### src/rtl/req_ack_if.sv
// Request/acknowledge tracker bus: per-channel request pulses in, acks, counters and flags out.
// Counter and in-flight vectors are flat, channel i at [i*W +: W].
interface req_ack_if #(
    parameter int CHANNELS = 2,
    parameter int CNT_W    = 32,
    parameter int OUT_W    = 3
);
    logic [CHANNELS-1:0]       req;
    logic [CHANNELS-1:0]       clr_err;
    logic [CHANNELS-1:0]       ack;
    logic [CHANNELS*CNT_W-1:0] req_cnt;
    logic [CHANNELS*CNT_W-1:0] ack_cnt;
    logic [CHANNELS*OUT_W-1:0] in_flight;
    logic [CHANNELS-1:0]       gap_err;

    modport master (
        output req, clr_err,
        input  ack, req_cnt, ack_cnt, in_flight, gap_err
    );

    modport slave (
        input  req, clr_err,
        output ack, req_cnt, ack_cnt, in_flight, gap_err
    );
endinterface

### src/rtl/req_ack_tracker.sv
// Multi-channel req/ack responder: spacing-checked accepts, fixed-latency acks,
// per-channel wrap-around counters, in-flight count and sticky spacing error.
module req_ack_chan #(
    parameter int LATENCY = 4,
    parameter int MIN_GAP = 8,
    parameter int CNT_W   = 32,
    parameter int OUT_W   = $clog2(LATENCY + 1)
) (
    input  logic             clk,
    input  logic             rst_n,
    input  logic             req,
    input  logic             clr_err,
    output logic             ack,
    output logic [CNT_W-1:0] req_cnt,
    output logic [CNT_W-1:0] ack_cnt,
    output logic [OUT_W-1:0] in_flight,
    output logic             gap_err
);
    localparam int               GAP_W   = $clog2(MIN_GAP + 1);
    localparam logic [GAP_W-1:0] GAP_SAT = GAP_W'(MIN_GAP);

    logic [GAP_W-1:0] gap_cnt;
    logic [LATENCY:1] vld_pipe;
    logic             accept;

    // Saturated spacing counter means MIN_GAP cycles have passed since the last accept.
    assign accept = req && (gap_cnt == GAP_SAT);

    always_ff @(posedge clk or negedge rst_n) begin
        if (!rst_n) begin
            gap_cnt <= GAP_SAT;
        end else if (accept) begin
            gap_cnt <= GAP_W'(1);
        end else if (gap_cnt != GAP_SAT) begin
            gap_cnt <= gap_cnt + GAP_W'(1);
        end
    end

    always_ff @(posedge clk or negedge rst_n) begin
        if (!rst_n) begin
            vld_pipe <= '0;
        end else begin
            vld_pipe[1] <= accept;
            for (int i = 2; i <= LATENCY; i++) begin
                vld_pipe[i] <= vld_pipe[i-1];
            end
        end
    end

    assign ack = vld_pipe[LATENCY];

    always_ff @(posedge clk or negedge rst_n) begin
        if (!rst_n) begin
            req_cnt <= '0;
            ack_cnt <= '0;
        end else begin
            if (accept) req_cnt <= req_cnt + CNT_W'(1);
            if (ack)    ack_cnt <= ack_cnt + CNT_W'(1);
        end
    end

    always_ff @(posedge clk or negedge rst_n) begin
        if (!rst_n) begin
            in_flight <= '0;
        end else begin
            case ({accept, ack})
                2'b10:   in_flight <= in_flight + OUT_W'(1);
                2'b01:   in_flight <= in_flight - OUT_W'(1);
                default: in_flight <= in_flight;
            endcase
        end
    end

    // A violation in the same cycle as a clear keeps the flag set.
    always_ff @(posedge clk or negedge rst_n) begin
        if (!rst_n) begin
            gap_err <= 1'b0;
        end else if (req && !accept) begin
            gap_err <= 1'b1;
        end else if (clr_err) begin
            gap_err <= 1'b0;
        end
    end
endmodule

module req_ack_tracker #(
    parameter int CHANNELS = 2,
    parameter int LATENCY  = 4,
    parameter int MIN_GAP  = 8,
    parameter int CNT_W    = 32,
    parameter int OUT_W    = $clog2(LATENCY + 1)
) (
    input  logic     clk,
    input  logic     rst_n,
    req_ack_if.slave bus
);
    for (genvar g = 0; g < CHANNELS; g++) begin : g_chan
        req_ack_chan #(
            .LATENCY (LATENCY),
            .MIN_GAP (MIN_GAP),
            .CNT_W   (CNT_W),
            .OUT_W   (OUT_W)
        ) u_chan (
            .clk       (clk),
            .rst_n     (rst_n),
            .req       (bus.req[g]),
            .clr_err   (bus.clr_err[g]),
            .ack       (bus.ack[g]),
            .req_cnt   (bus.req_cnt[g*CNT_W +: CNT_W]),
            .ack_cnt   (bus.ack_cnt[g*CNT_W +: CNT_W]),
            .in_flight (bus.in_flight[g*OUT_W +: OUT_W]),
            .gap_err   (bus.gap_err[g])
        );
    end
endmodule

### src/flat_wrapper.sv
// flat-port wrapper written by rule: the top's interface ports become plain ports
module req_ack_tracker_flat 
#(
    parameter int CHANNELS = 2,
    parameter int LATENCY  = 4,
    parameter int MIN_GAP  = 8,
    parameter int CNT_W    = 32,
    parameter int OUT_W    = $clog2(LATENCY + 1)
)
  (clk, rst_n, bus_req, bus_clr_err, bus_ack, bus_req_cnt, bus_ack_cnt, bus_in_flight, bus_gap_err);
  req_ack_if #(.CHANNELS(CHANNELS), .CNT_W(CNT_W), .OUT_W(OUT_W)) bus_i ();
  input  logic clk;
  input  logic rst_n;
  input wire logic [$bits(bus_i.req)-1:0] bus_req;
  input wire logic [$bits(bus_i.clr_err)-1:0] bus_clr_err;
  output wire logic [$bits(bus_i.ack)-1:0] bus_ack;
  output wire logic [$bits(bus_i.req_cnt)-1:0] bus_req_cnt;
  output wire logic [$bits(bus_i.ack_cnt)-1:0] bus_ack_cnt;
  output wire logic [$bits(bus_i.in_flight)-1:0] bus_in_flight;
  output wire logic [$bits(bus_i.gap_err)-1:0] bus_gap_err;
  assign bus_i.req = bus_req;
  assign bus_i.clr_err = bus_clr_err;
  assign bus_ack = bus_i.ack;
  assign bus_req_cnt = bus_i.req_cnt;
  assign bus_ack_cnt = bus_i.ack_cnt;
  assign bus_in_flight = bus_i.in_flight;
  assign bus_gap_err = bus_i.gap_err;
  req_ack_tracker #(.CHANNELS(CHANNELS), .LATENCY(LATENCY), .MIN_GAP(MIN_GAP), .CNT_W(CNT_W), .OUT_W(OUT_W)) u_core (.clk(clk), .rst_n(rst_n), .bus(bus_i));
endmodule
### config.mk
export PLATFORM = sky130hd
export DESIGN_NAME = req_ack_tracker_flat
export DESIGN_NICKNAME = d
export VERILOG_FILES = /design/src/rtl/req_ack_if.sv /design/src/rtl/req_ack_tracker.sv /design/src/flat_wrapper.sv
export SDC_FILE = /design/constraint.sdc
export NUM_CORES = 1
export LEC_CHECK = 0
export ABC_AREA = 1
export ABC_CLOCK_PERIOD_IN_PS = 2400
export CAP_MARGIN = 40
export CORE_MARGIN = 2
export CORE_UTILIZATION = 53
export DETAILED_ROUTE_END_ITERATION = 6
export PLACE_DENSITY = 0.88
export SLEW_MARGIN = 10
export SYNTH_ARGS = -nofsm -noshare
export SYNTH_HDL_FRONTEND = slang
export SYNTH_SLANG_ARGS = --single-unit
### constraint.sdc
create_clock -name clk -period 2.4 [get_ports clk]
set_input_delay 0.36 -clock clk [delete_from_list [all_inputs] [get_ports clk]]
set_output_delay 0.36 -clock clk [all_outputs]
set_load 0.01 [all_outputs]
==> results of run 1 <==
## routing by layer
| metal | vias up | share of wire | GRT usage | routed length [µm] |
|---|---|---|---|---|
| li1 | 3337 | - | - | - |
| met1 | 3260 | 0.43 | 0.316 | 8120 |
| met2 | 212 | 0.50 | 0.412 | 9320 |
| met3 | 26 | 0.058 | 0.0582 | 1090 |
| met4 | 0 | 0.013 | 0.0685 | 241 |
| met5 | - | 0 | 0 | 0 |
## cells by family (layout without fill, tap and decap cells)
group | after synthesis | in the layout
AND/OR/NAND/NOR | 539 | 539
XOR/XNOR | 87 | 87
flip-flops | 152 | 152
adder cells (fa/ha/maj) | 12 | 12
AO/OA/AOI/OAI | 25 | 25
buffers and inverters | 151 | 327
## flip-flops by register name, summed over array words and instances (netlist names)
name	flops
u_core.g_chan.u_chan.vld_pipe	8
u_core.g_chan.u_chan.gap_cnt	8
u_core.g_chan.u_chan.ack_cnt	64
u_core.g_chan.u_chan.req_cnt	64
u_core.g_chan.u_chan.in_flight	6
u_core.g_chan.u_chan.gap_err	2
## per-stage QoR
stage | cells | power [mW] | worst slack, ns | utilization
finish | 1326 | 6.77 | 0.404 | 0.700
global route | 1326 | 7.12 | 0.234 | 0.700
CTS | 1326 | 6.83 | 0.394 | 0.700
detailed placement | 1293 | 4.28 | 0.302 | 0.662
global placement | 1293 | 4.22 | 0.342 | 0.662
floorplan | 966 | 3.70 | 0.453 | -
## placed cells by master, fill, tap and decap left out, drive strengths merged
cell           Yosys  routed
nand2            273     273
inv              146     151
dfrtp            150     150
clkdlybuf4s50      0     142
nor2             129     129
nand3             67      67
xor2              47      47
xnor2             40      40
nand4             38      38
nor3              19      19
clkbuf             0      18
o21ai             16      16
ha                10      10
nand3b             9       9
buf                5       6
clkinv             0       5
o21bai             4       4
clkinvlp           0       3
and2               2       2
o22ai              2       2
a21oi              2       2
fa                 2       2
dfstp              2       2
nor3b              1       1
nor4               1       1
a21o               1       1
bufinv             0       1
dlygate4sd3        0       1
## cell type report
cell class	instances	share of cell area
inverter	146	0.0537
timing repair buffer	149	0.147
clock inverter	14	0.0119
clock buffer	18	0.0420
sequential	152	0.373
tap	184	0.0225
multi-input combinational	663	0.350
## power groups by stage
| stage | logic [mW] | clock network [mW] | registers (mW) |
|---|---|---|---|
| global placement | 1.09 | 0 | 3.12 |
| detailed placement | 1.14 | 0 | 3.14 |
| global route | 1.31 | 2.68 | 3.13 |
| finish | 1.14 | 2.53 | 3.10 |
| CTS | 1.16 | 2.56 | 3.10 |
| floorplan | 0.565 | 0 | 3.13 |
## worst max path at each step
stage	cells after the start	start	to	slack [ns]
5_1_grt	9	u_core.g_chan[0].u_chan.gap_cnt[0]	u_core.g_chan[0].u_chan.in_flight[2]	0.23
2_1_floorplan	10	u_core.g_chan[1].u_chan.gap_cnt[0]	u_core.g_chan[1].u_chan.in_flight[2]	0.45
4_1_cts	1	u_core.g_chan[0].u_chan.vld_pipe[4]	bus_ack[0]	0.39
3_5_place_dp	8	bus_req[1]	u_core.g_chan[1].u_chan.in_flight[2]	0.30
6_report	1	u_core.g_chan[0].u_chan.vld_pipe[4]	bus_ack[0]	0.40
3_3_place_gp	8	bus_req[1]	u_core.g_chan[1].u_chan.in_flight[2]	0.34
==> flow_summary_export.csv, run 1 <==
group,metric,value,unit
synth,ys_warn_count,0,
power_and_ir_drop,powerDensity,663,nW/µm²
clock_network,cts_tree,"done",
power_and_ir_drop,peakVddDrop,0.648,mV
critical_path,crit_path_end_kind,"primary output",
synth,syn_inst,966,
clock_network,cts_setup_buffers,0,
die,die-width,127,µm
detailed_routing,drtIter0Drc,491,
hold_path,hold_end,"u_core.g_chan[1].u_chan.vld_pipe[2]",
sta,fmax,0.501,GHz
synth,avgSynthCellArea,8.25,µm²
critical_path,cp.arrival,1.64,ns
sta,fin_skew,0.0108,ns
detailed_routing,dr.pass1.iters,6,
hold_path,hold_start,"u_core.g_chan[1].u_chan.vld_pipe[1]",
synth,ys_ff_latch,152,
power_and_ir_drop,p_switching,1.97,mW
critical_path,rrSetupSlack,0.47,ns
outcome,status,"complete, no violations",
final_layout,nets,1147,
power_and_ir_drop,intPower,4.80,mW
synth,synth_common_cells,"265 x nand2_1, 150 x dfrtp_1, 145 x inv_1",
sta,final.setup.tns,0,ns
critical_path,rr_startpoint,"u_core.g_chan[1].u_chan.gap_cnt[0]",
power_and_ir_drop,switching_share,0.291,
final_layout,seqCellArea,3810,µm²
synth,synth-adder-area-share,0.0207,
clock_network,cts_buffers,17,
sta,worstMarginPinSlew,0.515,ns
sta,whs,0.350,ns
final_layout,drive_gt1_frac,0.0718,
synth,synth_edf_count,0,
detailed_routing,totalWireLength,18800,µm
synth,ys_types,33,
clock_network,h-tree-depth,4,
placed_design,dpl_cell_area,9650,µm²
critical_path,crit_path_start_kind,"flop",
synth,syn_nets,984,
clock_network,cts_buffer_depth,2,
critical_path,ff2ff_path_depth,9,
synth,yosys.area.top_type_share,0.471,
die,die-area,16000,µm²
clock_network,root_buffer,"clkbuf_16",
global_route,grt_pass1_vias,6702,
power_and_ir_drop,clkPwrFrac,0.374,
critical_path,path_class,"flop to primary output",
clock_network,clock-sinks,152,
synth,synth_most_common_cell,"nand2_1",
critical_path,cp_top_family,"buffers and inverters",
final_layout,multi_input_area,3570,µm²
synth,synthArstFlopShare,1.00,
synth,synth_mux_area_frac,0,
final_layout,nFillCells,1099,
placed_design,routabilityCongestion,0.907,
final_layout,area_growth,28.2,%
die,start_util,0.546,
placed_design,dp_hpwl,14100,µm
detailed_routing,viasPerCell,5.15,
die,rows,44,
critical_path,path_buf_inv,1,
critical_path,cpMaxStageDelayCell,"clkdlybuf4s50_1",
critical_path,slowest_delay,0.65,ns
sta,finalCritPeriodShare,0.832,
power_and_ir_drop,combPwrFrac,0.168,
synth,synth_simple_gate_area_frac,0.314,
sta,timing_hold_violations_final,0,
detailed_routing,num_vias,6835,
sta,final_max_slew_viol_count,0,
die,dieHeight,127,µm
sta,max-slew-margin-rel,0.657,
critical_path,cp_max_fo,8,
sta,rsz0062_at_grt,"false",
synth,netlist_area,7970,µm²
detailed_routing,antenna_left,0,
sta,setup_viol,0,
final_layout,fin_area,10200,µm²
hold_path,hold_path.class,"flop to flop",
synth,synth_top_family_by_area,"simple AND/OR/NAND/NOR gates",
detailed_routing,wl_per_cell,14.2,µm
final_layout,antenna_cells,0,
clock_network,cts_resized,0,
hold_path,worstHoldPathCells,0,
critical_path,worst_ep_required_time,2.04,ns
flow_run,maxCapViolCount,0,
synth,seq_area_frac_synth,0.478,
power_and_ir_drop,p_leak,4.87,nW
detailed_routing,drc,0,
global_route,antenna_found_initial,0,
synth,synthFlopType,"dfrtp_1",
sta,min_period,2.00,ns
power_and_ir_drop,sequentialPowerShare,0.458,
global_route,grt_overflow_total,0,
global_route,track_usage,0.244,
synth,synth.largest_area_cell,"dfrtp_1",
die,io_pins,144,
placed_design,portBuffers,143,
clock_network,cts_hold_buf,1,
global_route,grt_pass1_wl,31900,µm
clock_network,clkSlewWorstSetupHoldPaths,0.06,ns
clock_network,clk_latency,0.43,ns
critical_path,worstPathCellList,"clkdlybuf4s50_1",
global_route,grt_start_max_net_pins,53,
synth,synthTopCellsByArea,"dfrtp_1 47%, nand2_1 12%, inv_1 6.8%, xor2_1 5.2%, nor2_1 4.8%",
synth,synthXorXnorAreaFrac,0.0956,
die,core-area,14600,µm²
synth,synth_compound_area_frac,0.0176,
critical_path,r2r_end,"u_core.g_chan[1].u_chan.in_flight[2]",
(Power assumes the default switching activity.)
==> inputs of run 2 (changes only) <==
--- a/config.mk
+++ b/config.mk
@@ -6,7 +6,7 @@
 export NUM_CORES = 1
 export LEC_CHECK = 0
 export ABC_AREA = 1
-export ABC_CLOCK_PERIOD_IN_PS = 2400
+export ABC_CLOCK_PERIOD_IN_PS = 2000
 export CAP_MARGIN = 40
 export CORE_MARGIN = 2
 export CORE_UTILIZATION = 53
==> constraint.sdc (replaced) <==
create_clock -name clk -period 2 [get_ports clk]
set_input_delay 0.3 -clock clk [delete_from_list [all_inputs] [get_ports clk]]
set_output_delay 0.3 -clock clk [all_outputs]
set_load 0.01 [all_outputs]
==> run 2 against run 1 <==
Effect of this change: sequential share of layout area is 0.32 points lower; utilization up 0.60 points; count of clock-buffer cells in the layout did not move; via count increased by 1.0%; die area did not move; largest cell class unchanged; highest routed layer unchanged.
==> flow_summary_export.csv, run 2 (synthesis results as in run 1) <==
group,metric,value,unit
sta,setup_slack,0.104,ns
global_route,grt_start_max_net_pins,47,
critical_path,worstPathCellList,"clkdlybuf4s50_1",
power_and_ir_drop,powerDensity,802,nW/µm²
placed_design,portBuffers,143,
placed_design,routabilityCongestion,0.893,
final_layout,antenna_cells,0,
final_layout,nFillCells,1116,
global_route,grt_pass1_vias,6715,
final_layout,final_cells,1333,
sta,worstMarginPinSlew,0.528,ns
sta,max-slew-margin-rel,0.645,
global_route,grt_pass1_wl,32000,µm
die,io_pins,144,
final_layout,final_core_utilization,0.706,
critical_path,path_class,"flop to primary output",
sta,whs,0.347,ns
clock_network,clkSlewWorstSetupHoldPaths,0.06,ns
final_layout,area_growth,29.3,%
placed_design,post-place-ws,-0.0382,ns
final_layout,fin_area,10300,µm²
detailed_routing,drtIter0Drc,530,
placed_design,dpl_cell_area,9710,µm²
clock_network,root_buffer,"clkbuf_16",
power_and_ir_drop,peakVddDrop,0.756,mV
die,start_util,0.546,
clock_network,cts_tree,"done",
final_layout,drive_gt1_frac,0.0801,
sta,fin_skew,0.0171,ns
critical_path,cpMaxStageDelayCell,"clkdlybuf4s50_1",
sta,setup_viol,0,
clock_network,clock-sinks,152,
final_layout,final_cell_mix,"265 x nand2_1, 150 x dfrtp_1, 145 x inv_1",
outcome,status,"complete, no violations",
global_route,antenna_found_initial,0,
detailed_routing,totalWireLength,19200,µm
clock_network,cts_buffers,17,
clock_network,cts_buffer_depth,2,
critical_path,crit_path_start_kind,"flop",
die,core-area,14600,µm²
critical_path,slowest_delay,0.63,ns
global_route,grt_overflow_total,0,
final_layout,nets,1154,
die,die-width,127,µm
critical_path,cp_top_family,"buffers and inverters",
final_layout,final_common_cell,"nand2_1",
critical_path,crit_path_end_kind,"primary output",
detailed_routing,viasPerCell,5.18,
die,dieHeight,127,µm
final_layout,largest_registers,"u_core.g_chan.u_chan.ack_cnt: 64 flops, u_core.g_chan.u_chan.req_cnt: 64 flops",
sta,min_period,1.90,ns
placed_design,dp_hpwl,14200,µm
power_and_ir_drop,p_leak,4.91,nW
sta,finalCritPeriodShare,0.948,
critical_path,worst_ep_required_time,1.70,ns
detailed_routing,antenna_left,0,
sta,rsz0062_at_grt,"false",
detailed_routing,drc,0,
hold_path,hold_path.class,"flop to flop",
clock_network,cts_setup_buffers,0,
die,die-area,16000,µm²
sta,timing_hold_violations_final,0,
sta,final_max_slew_viol_count,0,
critical_path,cp_max_fo,8,
detailed_routing,dr.pass1.iters,7,
sta,fmax,0.527,GHz
die,rows,44,
clock_network,clk_latency,0.43,ns
clock_network,h-tree-depth,4,
critical_path,path_buf_inv,1,
critical_path,cp.arrival,1.60,ns
detailed_routing,wl_per_cell,14.4,µm
global_route,track_usage,0.246,
detailed_routing,num_vias,6906,
placed_design,placed_cells,1300,
flow_run,maxCapViolCount,0,
run 2: cell types whose count changed in the layout (fill, tap and decap cells not counted), sizes merged:
cell      previous run  this run
buf                  6        13
clkinv               5         3
clkinvlp             3         5
run 2: final timing paths:
| path | from | end | cells past startpoint | slack (ns) |
|---|---|---|---|---|
| hold reg to reg | u_core.g_chan[0].u_chan.vld_pipe[1] | u_core.g_chan[0].u_chan.vld_pipe[2] | 0 | 0.35 |
| hold / removal | u_core.g_chan[0].u_chan.vld_pipe[1] | u_core.g_chan[0].u_chan.vld_pipe[2] | 0 | 0.35 |
| setup / recovery | u_core.g_chan[1].u_chan.vld_pipe[4] | bus_ack[1] | 1 | 0.10 |
| max in group asynchronous | rst_n | u_core.g_chan[1].u_chan.gap_cnt[3] | 3 | 1.02 |
| min in group asynchronous | rst_n | u_core.g_chan[0].u_chan.req_cnt[31] | 2 | 0.38 |
| setup reg to reg | u_core.g_chan[0].u_chan.gap_cnt[0] | u_core.g_chan[0].u_chan.in_flight[2] | 9 | 0.15 |
run 2: routing by layer:
layer	vias up	routed length [µm]	track usage
met3	22	1270	0.0641
met5	-	0	0
li1	3342	-	-
met4	0	231	0.0685
met1	3301	8150	0.320
met2	241	9520	0.409
run 2: cell type report:
| cell class | count | area (µm²) | area share |
|---|---|---|---|
| Timing Repair Buffer | 156 | 1560 | 0.151 |
| Inverter | 146 | 548 | 0.0532 |
| Clock buffer | 18 | 439 | 0.0426 |
| Clock inverter | 14 | 140 | 0.0136 |
| Sequential cell | 152 | 3810 | 0.369 |
| Multi-Input combinational cell | 663 | 3580 | 0.348 |
| Tap cell | 184 | 230 | 0.0223 |
run 2: stage by stage:
step	setup TNS, ns	total power [mW]
after CTS	0	8.33
final	0	8.26
after detailed placement	-0.0382	5.17
after floorplan	0	4.44
after global routing	0	8.67
after global placement	0	5.08
run 2: report_power, final:
part / total (mW) / internal (mW) / switching (mW)
logic: 1.40 / 0.674 / 0.725
clock network: 3.16 / 1.77 / 1.39
registers: 3.70 / 3.38 / 0.320
total: 8.26 / 5.83 / 2.43
run 2: timing repair:
item | in CTS | in global routing
hold buffers | 1 | 0
endpoints found under the hold margin | 40 | 0
endpoints found under the setup margin | 0 | 1
gates resized for setup | 0 | 3
